### src/rtl/core_pkg.sv
// Shared RV32I core definitions: sequencer states,
// PC source selects, opcodes and the EBREAK word.
package core_pkg;

  typedef enum logic [2:0] {
    ST_FETCH  = 3'd0,
    ST_DECODE = 3'd1,
    ST_EXEC   = 3'd2,
    ST_MEM    = 3'd3,
    ST_WB     = 3'd4,
    ST_HALT   = 3'd5
  } state_e;

  localparam logic [31:0] RESET_PC = 32'h8000_0000;

  localparam logic [1:0] PCS_PC4  = 2'b00;
  localparam logic [1:0] PCS_IMM  = 2'b01;
  localparam logic [1:0] PCS_JALR = 2'b10;
  localparam logic [1:0] PCS_RST  = 2'b11;

  localparam logic [6:0] OPC_LUI    = 7'b0110111;
  localparam logic [6:0] OPC_AUIPC  = 7'b0010111;
  localparam logic [6:0] OPC_JAL    = 7'b1101111;
  localparam logic [6:0] OPC_JALR   = 7'b1100111;
  localparam logic [6:0] OPC_BRANCH = 7'b1100011;
  localparam logic [6:0] OPC_LOAD   = 7'b0000011;
  localparam logic [6:0] OPC_STORE  = 7'b0100011;
  localparam logic [6:0] OPC_OPIMM  = 7'b0010011;
  localparam logic [6:0] OPC_OP     = 7'b0110011;
  localparam logic [6:0] OPC_FENCE  = 7'b0001111;
  localparam logic [6:0] OPC_SYSTEM = 7'b1110011;

  localparam logic [31:0] INST_EBREAK = 32'h0010_0073;

  function automatic logic is_rv32i(input logic [6:0] opc);
    case (opc)
      OPC_LUI, OPC_AUIPC, OPC_JAL, OPC_JALR,
      OPC_BRANCH, OPC_LOAD, OPC_STORE,
      OPC_OPIMM, OPC_OP, OPC_FENCE,
      OPC_SYSTEM: is_rv32i = 1'b1;
      default:    is_rv32i = 1'b0;
    endcase
  endfunction

endpackage

### src/rtl/core_seq_ctrl.sv
// Multi-cycle FETCH/DECODE/EXEC/MEM/WB sequencer.
// Optional: ILLEGAL_TRAP_EN halts with a sticky trap.
module core_seq_ctrl
  import core_pkg::*;
(
  input  logic        clk,
  input  logic        rst,
  input  logic [31:0] inst,
  input  logic        reg_write,
  input  logic        mem_read,
  input  logic        mem_write,
  input  logic        branch,
  input  logic        jal,
  input  logic        jalr,
  input  logic        branch_taken,
  input  logic        imem_ack,
  input  logic        dmem_ack,
  output logic        imem_req,
  output logic        ir_we,
  output logic        dmem_req,
  output logic        dmem_we,
  output logic        pc_we,
  output logic [1:0]  pc_sel,
  output logic        rf_we,
  output logic        halted,
  output logic        trap,
  output logic [2:0]  state,
  output logic [31:0] instret
);

  state_e      state_q, state_d;
  logic [31:0] instret_q;
  logic        retire;
  logic        legal;
  logic        trap_set;

  assign legal = is_rv32i(inst[6:0]);

  // Next state and single-cycle strobes from state and inputs
  always_comb begin
    state_d  = state_q;
    imem_req = 1'b0;
    ir_we    = 1'b0;
    dmem_req = 1'b0;
    dmem_we  = 1'b0;
    pc_we    = 1'b0;
    pc_sel   = PCS_PC4;
    rf_we    = 1'b0;
    halted   = 1'b0;
    retire   = 1'b0;
    trap_set = 1'b0;
    if (rst) begin
      pc_we   = 1'b1;
      pc_sel  = PCS_RST;
      state_d = ST_FETCH;
    end else begin
      unique case (state_q)
        ST_FETCH: begin
          imem_req = 1'b1;
          if (imem_ack) begin
            ir_we   = 1'b1;
            state_d = ST_DECODE;
          end
        end
        ST_DECODE: begin
          if (inst == INST_EBREAK) begin
            state_d = ST_HALT;
`ifdef ILLEGAL_TRAP_EN
          end else if (!legal) begin
            trap_set = 1'b1;
            state_d  = ST_HALT;
`endif
          end else begin
            state_d = ST_EXEC;
          end
        end
        ST_EXEC: begin
          // Unknown opcodes fall through as PC+4 NOPs
          if (!legal) begin
            pc_we   = 1'b1;
            retire  = 1'b1;
            state_d = ST_FETCH;
          end else if (mem_read || mem_write) begin
            state_d = ST_MEM;
          end else if (branch) begin
            pc_we   = 1'b1;
            pc_sel  = branch_taken ? PCS_IMM : PCS_PC4;
            retire  = 1'b1;
            state_d = ST_FETCH;
          end else if (jal || jalr || reg_write) begin
            state_d = ST_WB;
          end else begin
            pc_we   = 1'b1;
            retire  = 1'b1;
            state_d = ST_FETCH;
          end
        end
        ST_MEM: begin
          dmem_req = 1'b1;
          dmem_we  = mem_write;
          if (dmem_ack) begin
            if (mem_write) begin
              pc_we   = 1'b1;
              retire  = 1'b1;
              state_d = ST_FETCH;
            end else begin
              state_d = ST_WB;
            end
          end
        end
        ST_WB: begin
          rf_we   = reg_write;
          pc_we   = 1'b1;
          pc_sel  = jal  ? PCS_IMM  :
                    jalr ? PCS_JALR : PCS_PC4;
          retire  = 1'b1;
          state_d = ST_FETCH;
        end
        ST_HALT: begin
          halted = 1'b1;
        end
        default: begin
          state_d = ST_FETCH;
        end
      endcase
    end
  end

  // State register and wrapping retire counter
  always_ff @(posedge clk) begin
    if (rst) begin
      state_q   <= ST_FETCH;
      instret_q <= '0;
    end else begin
      state_q <= state_d;
      if (retire) instret_q <= instret_q + 32'd1;
    end
  end

`ifdef ILLEGAL_TRAP_EN
  logic trap_q;

  // Sticky illegal-instruction flag
  always_ff @(posedge clk) begin
    if (rst) trap_q <= 1'b0;
    else if (trap_set) trap_q <= 1'b1;
  end

  assign trap = trap_q & ~rst;
`else
  assign trap = 1'b0;
`endif

  assign state   = rst ? 3'd0  : state_q;
  assign instret = rst ? '0    : instret_q;

endmodule

### config.mk
export PLATFORM = sky130hd
export DESIGN_NAME = core_seq_ctrl
export DESIGN_NICKNAME = d
export VERILOG_FILES = /design/src/rtl/core_pkg.sv /design/src/rtl/core_seq_ctrl.sv
export SDC_FILE = /design/constraint.sdc
export NUM_CORES = 1
export LEC_CHECK = 0
export CAP_MARGIN = 10
export CORE_UTILIZATION = 45
export DETAILED_ROUTE_END_ITERATION = 6
export PLACE_DENSITY = 0.81
export SLEW_MARGIN = 0
export SYNTH_ARGS = -nofsm -noshare
export SYNTH_HDL_FRONTEND = slang
export SYNTH_SLANG_ARGS = --single-unit
### constraint.sdc
create_clock -name clk -period 3.1 [get_ports clk]
set_clock_uncertainty 0.05 [all_clocks]
set_input_delay 0.62 -clock clk [delete_from_list [all_inputs] [get_ports clk]]
set_output_delay 0.62 -clock clk [all_outputs]
set_load 0.02 [all_outputs]
**After elaboration in Yosys (flattened, before gate mapping)**

Index checks and enable logic that the tools add are counted.

- Add/sub/neg operators: 1
- Equal/unequal tests: 19
- Mux-type cells: 42
- Bitwise gates (word level): 1
- Reductions and logical operators: 6

Operators by type and width:

| operator | number |
|---|---|
| adder 32 x 1 -> 32 bit, second input constant | 1 |
| equality test 32 x 21 -> 1 bit, second input constant | 1 |
| 2-to-1 mux 32 bit | 1 |
| equality test 7 bit, second input constant | 4 |
| 2-to-1 mux 3 bit | 9 |
| 2-to-1 mux 1 bit | 26 |
| equality test 7 x 6 -> 1 bit, second input constant | 3 |
| case mux 3 bit (5 select lines) | 1 |
| equality test 7 x 5 -> 1 bit, second input constant | 2 |
| OR reduction 11 bit | 1 |
| equality test 7 x 2 -> 1 bit, second input constant | 1 |
| equality test 7 x 4 -> 1 bit, second input constant | 1 |
| equality test 3 x 2 -> 1 bit, second input constant | 2 |
| equality test 3 bit, second input constant | 2 |
| 2-to-1 mux 2 bit | 3 |
| != test 2 bit, second input constant | 2 |
| case mux 2 bit (2 select lines) | 1 |
| equality test 3 x 1 -> 1 bit, second input constant | 1 |
| zero test 3 bit | 1 |
| logical OR 1 bit | 3 |
| case mux 1 bit (3 select lines) | 1 |
| AND reduction 3 bit | 1 |
| NOT 1 bit | 1 |

- Bits in registers: 35
- Bits of input ports: 43

**Longest topological paths before layout**

- Depth after elaboration: 8
- Gate-level depth with buffers: 8
- Mapped depth without buffers: 6

**Least setup slack after synthesis**

No wires, ideal clock.

- Path kind: input to output
- From: in inst[5]
- To: out pc_sel[0]
- Data arrival time: 2.156 ns
- Path slack: 0.274 ns
- Cell stages on the path: 5
- Buffers on the path: 0
- Path through: or3b_1 -> a2111oi_4 -> a21o_4 -> nand3_1 -> o21ai_0

- Longest elaborated chain between the ends: 6
- Elaborated cells on any way between the ends: 16

Ends and longest elaborated chain:

| element | line | text |
|---|---|---|
| start: declaration | core_seq_ctrl.sv:8 | `input logic [31:0] inst,` |
| equality test 7 x 6 -> 1 bit, or another cell as far along | core_pkg.sv:36 | `case (opc)` |
| OR reduction 11 bit * | core_pkg.sv:36 |  |
| 2-to-1 mux 1 bit * | core_pkg.sv:36 |  |
| 2-to-1 mux 1 bit * | core_seq_ctrl.sv:79 | `if (!legal) begin` |
| case mux 2 bit (2 select lines) * | core_seq_ctrl.sv:57 | `unique case (state_q)` |
| 2-to-1 mux 2 bit * | core_seq_ctrl.sv:52 | `if (rst) begin` |
| end: declaration | core_seq_ctrl.sv:23 | `output logic [1:0] pc_sel,` |

Every way passes the cells marked *; elsewhere a longest branch is shown, timed or not.

**Worst setup path after layout**

- From: in inst[6]
- To: out pc_we

- Longest elaborated chain between the ends: 6
- Elaborated cells on any way between the ends: 16

Ends and longest elaborated chain:

| element | line | text |
|---|---|---|
| equality test 7 x 6 -> 1 bit, or another cell as far along | core_pkg.sv:36 |  |
| OR reduction 11 bit * | core_pkg.sv:36 |  |
| 2-to-1 mux 1 bit * | core_pkg.sv:36 |  |
| 2-to-1 mux 1 bit * | core_seq_ctrl.sv:79 |  |
| case mux 1 bit (3 select lines) * | core_seq_ctrl.sv:57 |  |
| 2-to-1 mux 1 bit * | core_seq_ctrl.sv:52 |  |
| end: declaration | core_seq_ctrl.sv:22 | `output logic pc_we,` |

Marked as above.

==> run summary <==
Status - finished, final reports clean
Crit end category - output port
Synth warn - 0
Hold Path Class - flop to flop
R2R Path Start - state_q[1]
Clock-pin slew on the worst setup and hold paths - 0.07 ns
Maximum vdd drop - 0.233 mV
Initial antenna violation count - 0
Slowest cell on the critical path - or3b_4
Overall Global Routing Usage - 0.242
Post-synth EDFFs - 0
GPL Wtd Cong - 0.835
Final Cycle Share - 0.953
Final-report hold violation count - 0
Final Core Density - 0.683
Worst EP required - 2.43 ns
Pleak - 1.23 nW
Antenna viol nets, final - 0
Reg2reg setup slack - 0.46 ns
Area leader, netlist - dfxtp_1
Net Sw Frac - 0.268
Crit Path Class - input port to output port
Post-route minimum period - 2.96 ns
Yosys reg bits - 35
Fin Hold WS - 0.436 ns
Clock sinks - 35
Reg2Reg Depth - 7
Net Count, Synth - 340
Clk pwr share - 0.324
CTS Hold Bufs - 0
DR vias/cell - 5.54
Root buffer selected by CTS - clkbuf_8
CP cell instances - dlygate4sd2_1 -> or3b_4 -> a2111oi_4 -> buf_4 -> a21oi_2 -> o21ai_4 -> nand2b_1 -> buf_6
Pin count of the biggest net entering global routing - 35
Worst setup path start - inst[6]
CP Launch Type - input port
Initial DRC count - 88
Final nets - 438
Final setup violation count - 0
Synth Area in Compound Gates - 0.169
Worst Tran Pin Value - 0.584 ns
Rel. slew slack - 0.606
# rows - 26
Final cell count without fillers - 463
RSZ-0062 raised after global routing - no
Post-synthesis adder-cell area fraction - 0.00526
Hold Path Sink - instret_q[30]
Synth Area in XOR/XNOR - 0.0221
Share of cells above drive strength 1 - 0.135
Overflow after GRT - 0
Cell area after synthesis - 2380 µm²
Vias in the first global route - 2345
Count of input and output buffers - 86
NetSw - 0.258 mW
DIE AREA - 5580 µm²
DRT Wirelength - 6510 µm
Die Span Y - 74.7 µm
Largest family of logic cells by synthesized area - simple AND/OR/NAND/NOR gates
CTS tree - done
Pwr Total - 0.963 mW
Synth area leaders - dfxtp_1 29%, nor2b_1 8.7%, nor2_1 4.4%
Placed cells - 455
Yosys cell types - 55
# diodes - 0
HP Start - instret_q[30]
Combinational Power Share - 0.192
Multiplexer share of the synthesized area - 0.0610
First-pass GRT wire length - 10500 µm
Sequential fraction of the synthesis area - 0.295
HPWL Detailed - 4980 µm
Flop pwr share - 0.484
Core area - 5110 µm²
Syn-to-layout area delta - 46.6%
Synth Flop Type - dfxtp_1
Worst Hold Path Cells - 2
DRC viols - 0
Maxcap violations - 0
Highest clock rate - 0.338 GHz
Synth Instances - 296
TNS Setup - 0 ns
Longest Clk Path Bufs - 2
R2r endpoint - instret_q[6]
WL/cell - 14.1 µm
Mean Syn Cell Area - 8.04 µm²
Later-pin clock latency in the skew report - 0.29 ns
CP Data Arrival Time - 2.29 ns
Final Max Tran Viols - 0
Die Width - 74.7 µm
Area share of the leading cell type in the synthesized netlist - 0.295
H-tree depth - 2
Initial Utilization - 0.466
FFs w/ async S/R, synth - 0
TritonCTS buffer count - 5
Pint - 0.705 mW
# fillers - 428
Crit Path Max Fanout - 2
DR pass1 iterations - 4
PD cells - 276 nW/µm²
Simple-gate share of the synthesized area - 0.401
Ports - 88
Highest cell delay on the worst timing path - 0.41 ns
Vias - 2565
==> per-stage QoR <==
| stage | area [µm²] | worst slack, ns |
|---|---|---|
| floorplan | 2380 | 0.274 |
| global placement | 3400 | -0.431 |
| detailed placement | 3400 | -0.457 |
| CTS | 3490 | 0.166 |
| global route | 3490 | 0.0918 |
| finish | 3490 | 0.145 |
==> power by group through the flow <==
stage               Sequential [mW]  Combinational, mW  Clock [mW]
floorplan                     0.468             0.0888           0
global placement              0.476              0.179           0
detailed placement            0.476              0.183           0
CTS                           0.466              0.185       0.313
global route                  0.467              0.200       0.332
finish                        0.466              0.185       0.312
==> metal layers <==
metal | GRT usage | part of all wire | up-vias
li1 | - | - | 1281
met5 | 0 | 0 | -
met4 | 0.0797 | 0.018 | 0
met1 | 0.297 | 0.45 | 1194
met2 | 0.421 | 0.48 | 76
met3 | 0.0535 | 0.056 | 14
==> area by class of cell <==
type	count	area [µm²]	share of cell area
Clock inverter	1	7.51	0.00215
Clock buffer	5	68.8	0.0197
Tap cell	70	87.6	0.0251
Multi-Input combinational cell	237	1580	0.452
Timing Repair Buffer	106	1010	0.290
Inverter	9	33.8	0.00969
Sequential cell	35	701	0.201
==> placed cells by master (no fill, tap or decap), types with 3 or more instances in the layout <==
master,count
clkdlybuf4s50_1,80
dfxtp_1,35
nor2b_1,33
nor2_1,28
nand2_1,22
buf_4,19
a21oi_1,18
nand4_1,13
or4_1,10
inv_1,9
o21ai_0,9
mux2_2,7
nand3_1,6
or3_1,6
nor3_1,5
and3_1,5
nor4_1,5
and4_1,5
o31ai_1,5
mux2_1,5
clkbuf_8,5
xnor2_1,4
nor3b_1,3
o22ai_1,3
and2_1,3
nor4b_1,3
dlygate4sd2_1,3
==> cell usage after synthesis, types with 2 or more instances <==
master     number
o31ai_1         5
nor2b_1        33
or3_1           6
dfxtp_1        35
o41ai_1         2
o22ai_1         3
a31o_2          2
a21oi_1        19
xor2_1          2
and2_1          3
and2_4          2
and4_1          5
nor3b_1         3
nor3_1          5
clkbuf_1        9
inv_1           9
nand3_1         6
nand4_1        13
or3b_1          2
xnor2_1         4
nor2_1         28
mux2_1          5
a211oi_1        2
a41oi_1         2
and3_1          5
o21ai_0        10
a2111oi_4       2
or4_1          10
nor4_1          5
mux2_2          7
nand3_2         2
nor4b_1         3
buf_1           2
buf_4           2
nand3b_1        2
nand2_1        22
==> worst max path at each step <==
stage,endpoint,slack [ns],cells past startpoint
after global routing,pc_we,0.09,8
after detailed placement,pc_we,-0.46,8
after CTS,pc_we,0.17,8
final,pc_we,0.14,8
after floorplan,pc_sel[0],0.27,5
after global placement,pc_sel[0],-0.43,7
==> kinds of logic after synthesis <==
family | after synthesis
AO/OA/AOI/OAI | 54
XOR/XNOR | 6
adder cells (fa/ha/maj) | 1
buffers and inverters | 24
flip-flops | 35
multiplexers | 13
other | 1
AND/OR/NAND/NOR | 162
==> worst max-delay path: cells and delay by family <==
kind,cells,cell delay [ns]
and+or+nand+nor,2,0.50
buffers and inverters,3,0.56
AOI/OAI and AO/OA,3,0.60
==> sequential cells by signal, indices dropped and copies added (netlist names) <==
register	flops
state_q	3
instret_q	32
==> timing repair <==
| action | CTS | global route |
|---|---|---|
| setup endpoints to repair | 2 | 0 |
| setup buffers | 2 | 0 |
| hold endpoints to repair | 0 | 0 |
| gates resized for setup | 17 | 0 |
No activity file was read; power rests on OpenSTA's default activity.
